`src/rtl/wb_spi_pkg.sv`:
```
// Shared definitions for the SPI-master Wishbone command path: arbiter states,
// command field layout and the fixed auto-read command words.
package wb_spi_pkg;

    localparam int CMD_W = 34;

    typedef enum logic [1:0] {
        ST_IDLE     = 2'd0,
        ST_STB      = 2'd1,
        ST_WAIT_ACK = 2'd2,
        ST_GAP      = 2'd3
    } arb_state_t;

    // Opcode lives in the top two bits; bit 33 set marks a read
    localparam int OPC_MSB = 33;
    localparam int OPC_LSB = 32;
    localparam int RD_BIT  = 33;

    localparam logic [CMD_W-1:0] AUTO_RD_CMD  = 34'h200000001;
    localparam logic [CMD_W-1:0] AUTO_RD_NONE = 34'h0;

    function automatic logic is_read(input logic [CMD_W-1:0] cmd);
        return cmd[RD_BIT];
    endfunction

    function automatic int max3(input int a, input int b, input int c);
        int m;
        m = (a > b) ? a : b;
        return (m > c) ? m : c;
    endfunction

endpackage

```
`src/rtl/rr_arbiter.sv`:
```
// Combinational round-robin pick: first asserted request at or above ptr,
// wrapping past NUM_REQ-1 back to 0.
module rr_arbiter #(
    parameter int NUM_REQ = 3,
    parameter int IDX_W   = $clog2(NUM_REQ)
) (
    input  logic [NUM_REQ-1:0] req,
    input  logic [IDX_W-1:0]   ptr,
    output logic [NUM_REQ-1:0] gnt_onehot,
    output logic [IDX_W-1:0]   gnt_idx,
    output logic               gnt_any
);

    logic [IDX_W-1:0] pos;

    always_comb begin
        gnt_onehot = '0;
        gnt_idx    = '0;
        gnt_any    = 1'b0;
        pos        = '0;
        for (int i = 0; i < NUM_REQ; i++) begin
            pos = (int'(ptr) + i >= NUM_REQ) ? IDX_W'(int'(ptr) + i - NUM_REQ)
                                             : IDX_W'(int'(ptr) + i);
            if (!gnt_any && req[pos]) begin
                gnt_any         = 1'b1;
                gnt_onehot[pos] = 1'b1;
                gnt_idx         = pos;
            end
        end
    end

endmodule

```
`src/rtl/wb_cmd_arbiter.sv`:
```
// Shares the SPI master's single Wishbone command port among NUM_REQ sources:
// round-robin grant, fixed-length strobe, ack wait with timeout, done/err report.
module wb_cmd_arbiter #(
    parameter int NUM_REQ = 3,
    parameter int CMD_W   = wb_spi_pkg::CMD_W,
    parameter int STB_LEN = 2,
    parameter int GAP_LEN = 1,
    parameter int TIMEOUT = 255
) (
    input  logic                     clk,
    input  logic                     rst,
    input  logic [NUM_REQ-1:0]       req_valid,
    input  logic [NUM_REQ*CMD_W-1:0] req_cmd,
    output logic [NUM_REQ-1:0]       req_ready,
    output logic [NUM_REQ-1:0]       req_done,
    output logic                     req_err,
    output logic                     o_stb,
    output logic [CMD_W-1:0]         cmd_word,
    input  logic                     i_ack,
    output logic                     busy,
    output logic [7:0]               err_count
);

    typedef wb_spi_pkg::arb_state_t state_t;

    localparam int IDX_W = $clog2(NUM_REQ);
    localparam int CNT_W = $clog2(wb_spi_pkg::max3(STB_LEN, GAP_LEN, TIMEOUT) + 1);

    state_t             state;
    logic [IDX_W-1:0]   ptr;
    logic [IDX_W-1:0]   gnt;
    logic [CNT_W-1:0]   cnt;
    logic               ack_seen;

    logic [NUM_REQ-1:0] arb_onehot;
    logic [IDX_W-1:0]   arb_idx;
    logic               arb_any;
    logic [IDX_W-1:0]   ptr_next;
    logic [CMD_W-1:0]   arb_cmd;

    rr_arbiter #(
        .NUM_REQ (NUM_REQ),
        .IDX_W   (IDX_W)
    ) u_rr (
        .req        (req_valid),
        .ptr        (ptr),
        .gnt_onehot (arb_onehot),
        .gnt_idx    (arb_idx),
        .gnt_any    (arb_any)
    );

    assign ptr_next = (arb_idx == IDX_W'(NUM_REQ - 1)) ? '0 : arb_idx + 1'b1;
    assign arb_cmd  = req_cmd[int'(arb_idx)*CMD_W +: CMD_W];

    // One counter serves all timed states: strobe length, ack timeout and gap.
    always_ff @(posedge clk) begin
        if (!rst) begin
            state     <= wb_spi_pkg::ST_IDLE;
            ptr       <= '0;
            gnt       <= '0;
            cnt       <= '0;
            ack_seen  <= 1'b0;
            cmd_word  <= '0;
            o_stb     <= 1'b0;
            req_ready <= '0;
            req_done  <= '0;
            req_err   <= 1'b0;
            busy      <= 1'b0;
            err_count <= '0;
        end else begin
            req_ready <= '0;
            req_done  <= '0;
            req_err   <= 1'b0;
            case (state)
                wb_spi_pkg::ST_IDLE: begin
                    if (arb_any) begin
                        gnt       <= arb_idx;
                        ptr       <= ptr_next;
                        cmd_word  <= arb_cmd;
                        req_ready <= arb_onehot;
                        o_stb     <= 1'b1;
                        busy      <= 1'b1;
                        cnt       <= CNT_W'(1);
                        ack_seen  <= 1'b0;
                        state     <= wb_spi_pkg::ST_STB;
                    end
                end
                wb_spi_pkg::ST_STB: begin
                    // An early ack is kept so WAIT_ACK can close after one cycle
                    ack_seen <= ack_seen | i_ack;
                    if (cnt == CNT_W'(STB_LEN)) begin
                        o_stb <= 1'b0;
                        cnt   <= '0;
                        state <= wb_spi_pkg::ST_WAIT_ACK;
                    end else begin
                        cnt <= cnt + 1'b1;
                    end
                end
                wb_spi_pkg::ST_WAIT_ACK: begin
                    if (i_ack || ack_seen) begin
                        req_done <= NUM_REQ'(1) << gnt;
                        cnt      <= CNT_W'(1);
                        state    <= wb_spi_pkg::ST_GAP;
                    end else if (cnt == CNT_W'(TIMEOUT)) begin
                        req_done <= NUM_REQ'(1) << gnt;
                        req_err  <= 1'b1;
                        if (err_count != 8'hFF) begin
                            err_count <= err_count + 8'd1;
                        end
                        cnt   <= CNT_W'(1);
                        state <= wb_spi_pkg::ST_GAP;
                    end else begin
                        cnt <= cnt + 1'b1;
                    end
                end
                wb_spi_pkg::ST_GAP: begin
                    if (cnt == CNT_W'(GAP_LEN)) begin
                        busy  <= 1'b0;
                        state <= wb_spi_pkg::ST_IDLE;
                    end else begin
                        cnt <= cnt + 1'b1;
                    end
                end
                default: begin
                    o_stb <= 1'b0;
                    busy  <= 1'b0;
                    state <= wb_spi_pkg::ST_IDLE;
                end
            endcase
        end
    end

endmodule

```
`config.mk`:
```
export PLATFORM = sky130hd
export DESIGN_NAME = wb_cmd_arbiter
export DESIGN_NICKNAME = d
export VERILOG_FILES = /design/src/rtl/wb_spi_pkg.sv /design/src/rtl/rr_arbiter.sv /design/src/rtl/wb_cmd_arbiter.sv
export SDC_FILE = /design/constraint.sdc
export NUM_CORES = 1
export LEC_CHECK = 0
export CAP_MARGIN = 30
export CORE_MARGIN = 2
export CORE_UTILIZATION = 47
export DETAILED_ROUTE_END_ITERATION = 8
export PLACE_DENSITY_LB_ADDON = 0.08
export SLEW_MARGIN = 20
export SYNTH_ARGS = -nofsm -noshare
export SYNTH_HDL_FRONTEND = slang
export SYNTH_SLANG_ARGS = --single-unit
```
`constraint.sdc`:
```
create_clock -name clk -period 3.3 [get_ports clk]
set_input_delay 0.66 -clock clk [delete_from_list [all_inputs] [get_ports clk]]
set_output_delay 0.66 -clock clk [all_outputs]
set_load 0.01 [all_outputs]
```
### Yosys cells after proc, flatten, opt, wreduce, memory -nomap -nowiden

Cells that the tools add are included.

| storage, ports and cells | value |
|---|---|
| bits in registers | 66 |
| output and inout port bits | 51 |

| operators by class | value |
|---|---|
| shifts and indexed selects | 2 |
| bitwise logic cells | 6 |
| reductions and logical operators | 21 |
| equality and inequality tests | 13 |
| magnitude comparators | 9 |
| add/subtract/negate cells | 8 |
| muxes and demuxes | 47 |
| $mul | 1 |

Operators with widths:

| cell | count |
|---|---|
| 102-bit by 9-bit indexed part select with 34-bit output | 1 |
| 8-bit two-way mux | 5 |
| 8-bit case mux with 4 select lines | 1 |
| 2-bit two-way mux | 12 |
| 8-bit by 1-bit adder with 8-bit output (second input constant) | 2 |
| 3-bit two-way mux | 5 |
| 1-bit two-way mux | 14 |
| 2-bit by 3-bit less-than comparator with 1-bit output (second input constant) | 3 |
| 3-bit AND reduction | 3 |
| 8-bit by 1-bit == test with 1-bit output (second input constant) | 1 |
| 8-bit by 2-bit == test with 1-bit output (second input constant) | 1 |
| 8-bit == test (second input constant) | 1 |
| 2-bit inequality test (second input constant) | 4 |
| 8-bit inequality test (second input constant) | 1 |
| 2-bit case mux with 4 select lines | 1 |
| 2-bit AND reduction | 4 |
| 4-bit AND reduction | 2 |
| 2-bit by 5-bit multiplier with 7-bit output (second input constant) | 1 |
| 1-bit binary-select mux with 2-bit select | 3 |
| 1-bit demux with 2-bit select | 3 |
| 2-bit == test (second input constant) | 3 |
| 2-bit by 1-bit greater-or-equal comparator with 1-bit output (second input constant) | 3 |
| 3-bit by 2-bit greater-or-equal comparator with 1-bit output (second input constant) | 2 |
| 3-bit OR | 2 |
| 18 further kinds | 29 |

### Logic depth before layout (Yosys ltp)

| depth | value |
|---|---|
| depth after elaboration | 13 |
| depth in mapped cells | 10 |

### Modules after synthesis

Synthesis repeated with hierarchy kept, for this count alone.

| second synthesis, totals | value |
|---|---|
| cell total of the unflattened synthesis | 442 |
| area total of the unflattened synthesis | 3719.8 µm² |

Modules (own cells, without submodules):

| module | cells each | times used | area each (µm²) | sequential area each (µm²) |
|---|---|---|---|---|
| wb_cmd_arbiter | 390 | 1 | 3373.2 | 1321.3 |
| rr_arbiter | 52 | 1 | 346.6 | 0.0 |

### Least setup slack after synthesis

Ideal clock, no wire load.

| timing | value |
|---|---|
| path kind | flip-flop to flip-flop |
| start | reg ptr[0] |
| end | reg cmd_word[0] |
| library setup time | 95 ps |
| data required time | 3205 ps |
| cell stages (with the launch flop) | 9 |
| arrival | 2004 ps |
| path slack | 1201 ps |
| clock period less this slack | 2099 ps |
| buffers on the path | 2 |
| cells stage by stage | dfxtp_1 -> inv_1 -> ha_1 -> buf_2 -> maj3_2 -> o211ai_4 -> nand2_2 -> buf_2 -> o311ai_1 |

| between the ends | value |
|---|---|
| cells in the longest elaborated chain, start to end | 13 |
| elaborated cells on any way between the ends | 30 |

Ends and longest elaborated chain:

| item | line | RTL |
|---|---|---|
| from (decl) | wb_cmd_arbiter.sv:30 | `logic [IDX_W-1:0] ptr;` |
| from (signal assigned) | wb_cmd_arbiter.sv:78 | `ptr <= ptr_next;` |
| branches (longest 13 deep; another with 2-bit by 5-bit multiplier with 7-bit output) | - |  |
| to (signal assigned) | wb_cmd_arbiter.sv:79 | `cmd_word <= arb_cmd;` |
| to (decl) | wb_cmd_arbiter.sv:18 | `output logic [CMD_W-1:0] cmd_word,` |

Several ways; the timed one is not identified. The select of a mux whose other input is x is not followed.
A chain may end at the register's enable or synchronous reset.

### Worst setup path in the final report

| timing | value |
|---|---|
| start | reg ptr[0] |
| end | reg ptr[0] |

| between the ends | value |
|---|---|
| cells in the longest elaborated chain, start to end | 13 |
| elaborated cells on any way between the ends | 31 |

Ends and longest elaborated chain:

| item |
|---|
| branches (longest 13 deep; another with 2-bit by 1-bit adder with 3-bit output) |

Several ways; the timed one is not identified. The select of a mux whose other input is x is not followed.

==> impl_metrics.yaml <==
cells_and_area:
  nets: 725
  final_common_cell: "clkdlybuf4s50_1"
  area_growth_syn_to_layout_pct: 46.8
  fin_cells: 715
  final_cell_mix: "157 x clkdlybuf4s50_1, 66 x dfxtp_1, 52 x nand2_1, 45 x nand3_1, 39 x mux2i_1"
  final_layout_size_suffix_gt1_share_pct: 6.07
  diodes: 0
  fill_cells: 684
power_and_ir_drop:
  static-leakage-power_nw: 1.99
  p_per_area_mw_per_mm2: 732
  peakVddDrop_uv: 362
logic_synthesis:
  synth_edf_count: 0
  yosys_most_used_dff: "dfxtp_1"
  syn_inst: 469
  synth_adder_area_share_pct: 4.15
  yosys-mux-area-fraction_pct: 10.3
  async_reset_ff_share_pct: 0
  synth_area_mm2: 0.00389
  ys_types: 60
  synthesis.nets: 589
  synth-compound-area-share_pct: 18.0
  avgSynthCellArea_um2: 8.29
  yosys_register_bits: 66
  synthXorXnorAreaFrac_pct: 1.80
  synth_top_family_by_area: "simple AND/OR/NAND/NOR gates"
  yosys.area_share.simple_pct: 25.2
  ys_warn_count: 0
  yosysSeqAreaShare_pct: 34.0
grt:
  grt_pass1_wl_mm: 17.2
  antenna_found_initial: 0
  grt_pass1_vias: 3675
  grt_max_degree: 82
  globalRouteOverflowTotal: 0
  track_usage_pct: 24.3
floorplanning:
  die-area_mm2: 0.00902
  rows: 33
  coreArea_mm2: 0.00813
  fp.dieW_um: 95.0
  initial_core_util_pct: 47.8
  pin_count: 159
  fp.dieH_um: 95.0
cts:
  cts_sinks: 66
  cts_resized: 0
  path_clk_slew_ns: 0.07
  cts_setup_buffers: 0
  h-tree-depth: 3
  cts_buffers: 9
  cts_hold_buf: 0
  worstSkewPairLatency_ns: 0.34
  cts.path.max_buffers: 2
  cts_root_buffer: "clkbuf_8"
  tritoncts: "done"
drt:
  avgViaCountPerCell: 5.53
  ant_nets: 0
  post_drt_wl_per_cell_um: 15.1
  routed_wirelength_mm: 10.8
  dr.pass1.iters: 4
  drt-initial-drc-count: 177
  drc: 0
  via_count: 3953
setup_path:
  critPathCaptureType: "flop"
  arrival_ns: 2.83
  cp_cell_sequence: "inv_1 -> ha_1 -> and2b_1 -> o211ai_1 -> o21ai_4 -> buf_12 -> or3b_1 -> a21oi_1"
  crit_type: "reg2reg"
  worst_ep_required_time_ns: 3.56
  worstSetupStartpointType: "flop"
  crit_slowest_cell: "ha_1"
  cpPeakStageDelay_ns: 0.46
  path_max_fanout: 20
timing:
  rsz0062_at_grt: "no"
  slew_headroom_pct: 46.1
  tns_ns: 0
  setup_viol: 0
  min_period_over_period_pct: 78.0
  hold_viol_final: 0
  slew_viol_final: 0
  worst_hold_slack_ns: 0.482
  period_minus_slack_ns: 2.57
  tightest_slew_ns: 0.809
  fin_worst_skew_ns: 0.0134
  max_freq_mhz: 389
status:
  status: "finished clean"
placement:
  hpwlAfterDp_mm: 7.90
  numPortBuffers: 158
  place.gp.congestion: 0.833
  placedCellCount: 699
worst_hold_path:
  hp-class: "reg2reg"
flow_run:
  cap_violations: 0
-- cell usage after synthesis, drive strengths merged, types with 5 or more instances --
cell type / n / share of area (%)
a21oi: 13 / 1.7
buf: 19 / 2.9
clkbuf: 21 / 2.1
dfxtp: 66 / 34
ha: 12 / 3.9
inv: 15 / 1.4
mux2i: 39 / 10
nand2: 53 / 5.2
nand3: 45 / 5.8
nor2: 23 / 2.3
nor3: 5 / 0.64
nor3b: 5 / 0.97
nor4: 5 / 0.80
o211ai: 5 / 1.4
o21ai: 19 / 2.5
o311ai: 34 / 7.7
or3: 35 / 5.6
xnor2: 8 / 1.8
-- metrics by stage --
step | utilization [%] | worst slack, ns | total power (W) | area, µm²
CTS | 70.2 | 0.708 | 0.00420 | 5710
global route | 70.2 | 0.492 | 0.00448 | 5710
global placement | 67.8 | 0.507 | 0.00346 | 5510
detailed placement | 67.8 | 0.381 | 0.00351 | 5510
finish | 70.2 | 0.727 | 0.00418 | 5710
floorplan | - | 1.20 | 0.00262 | 3890
-- cell families after synthesis --
logic type	after synthesis
flops	66
fa+ha+maj	13
compound gates	94
xor+xnor	8
mux	40
buf+inv	56
simple gates	192
-- worst max-delay path, delay by kind of cell, from the launching register on --
| kind | cells | cell delay (ns) |
|---|---|---|
| simple gates | 2 | 0.62 |
| flops | 1 | 0.39 |
| compound gates | 3 | 0.67 |
| buf+inv | 2 | 0.34 |
| fa+ha+maj | 1 | 0.46 |
-- area by class of cell --
type / instances / area (µm²) / share of cell area [%]
Multi-Input combinational cell: 347 / 2330 / 40.8
Timing Repair Buffer: 165 / 1670 / 29.2
Sequential cell: 66 / 1320 / 23.1
Tap cell: 105 / 131 / 2.30
Clock buffer: 9 / 124 / 2.17
Clock inverter: 7 / 75.1 / 1.31
Inverter: 16 / 60.1 / 1.05
-- where the power goes --
group          switching (W)  internal, W  leakage (nW)
Sequential          0.000163      0.00107         0.540
Combinational        0.00118      0.00109          1.34
Clock               0.000329     0.000354         0.104
Total                0.00167      0.00251          1.99
-- state kept, by name, summed over array words and instances (netlist names) --
signal     count
cmd_word      34
cnt            8
err_count      8
req_done       3
req_ready      3
gnt            2
ptr            2
state          2
ack_seen       1
busy           1
o_stb          1
req_err        1
-- final timing paths --
path | to | cells past startpoint | slack [ns] | from
max reg2reg | ptr[0]$_SDFFE_PN0P_ | 8 | 0.73 | ptr[0]$_SDFFE_PN0P_
min | cmd_word[6]$_SDFFE_PN0P_ | 2 | 0.48 | cmd_word[6]$_SDFFE_PN0P_
min reg2reg | cmd_word[6]$_SDFFE_PN0P_ | 2 | 0.48 | cmd_word[6]$_SDFFE_PN0P_
max | ptr[0]$_SDFFE_PN0P_ | 8 | 0.73 | ptr[0]$_SDFFE_PN0P_
-- layer usage --
layer	track usage [%]	part of all wire, %
met1	28.6	41
met2	41.2	50
met3	7.02	6.9
met4	10.5	2.0
met5	0	0
Power figures use the tool's default switching activity.
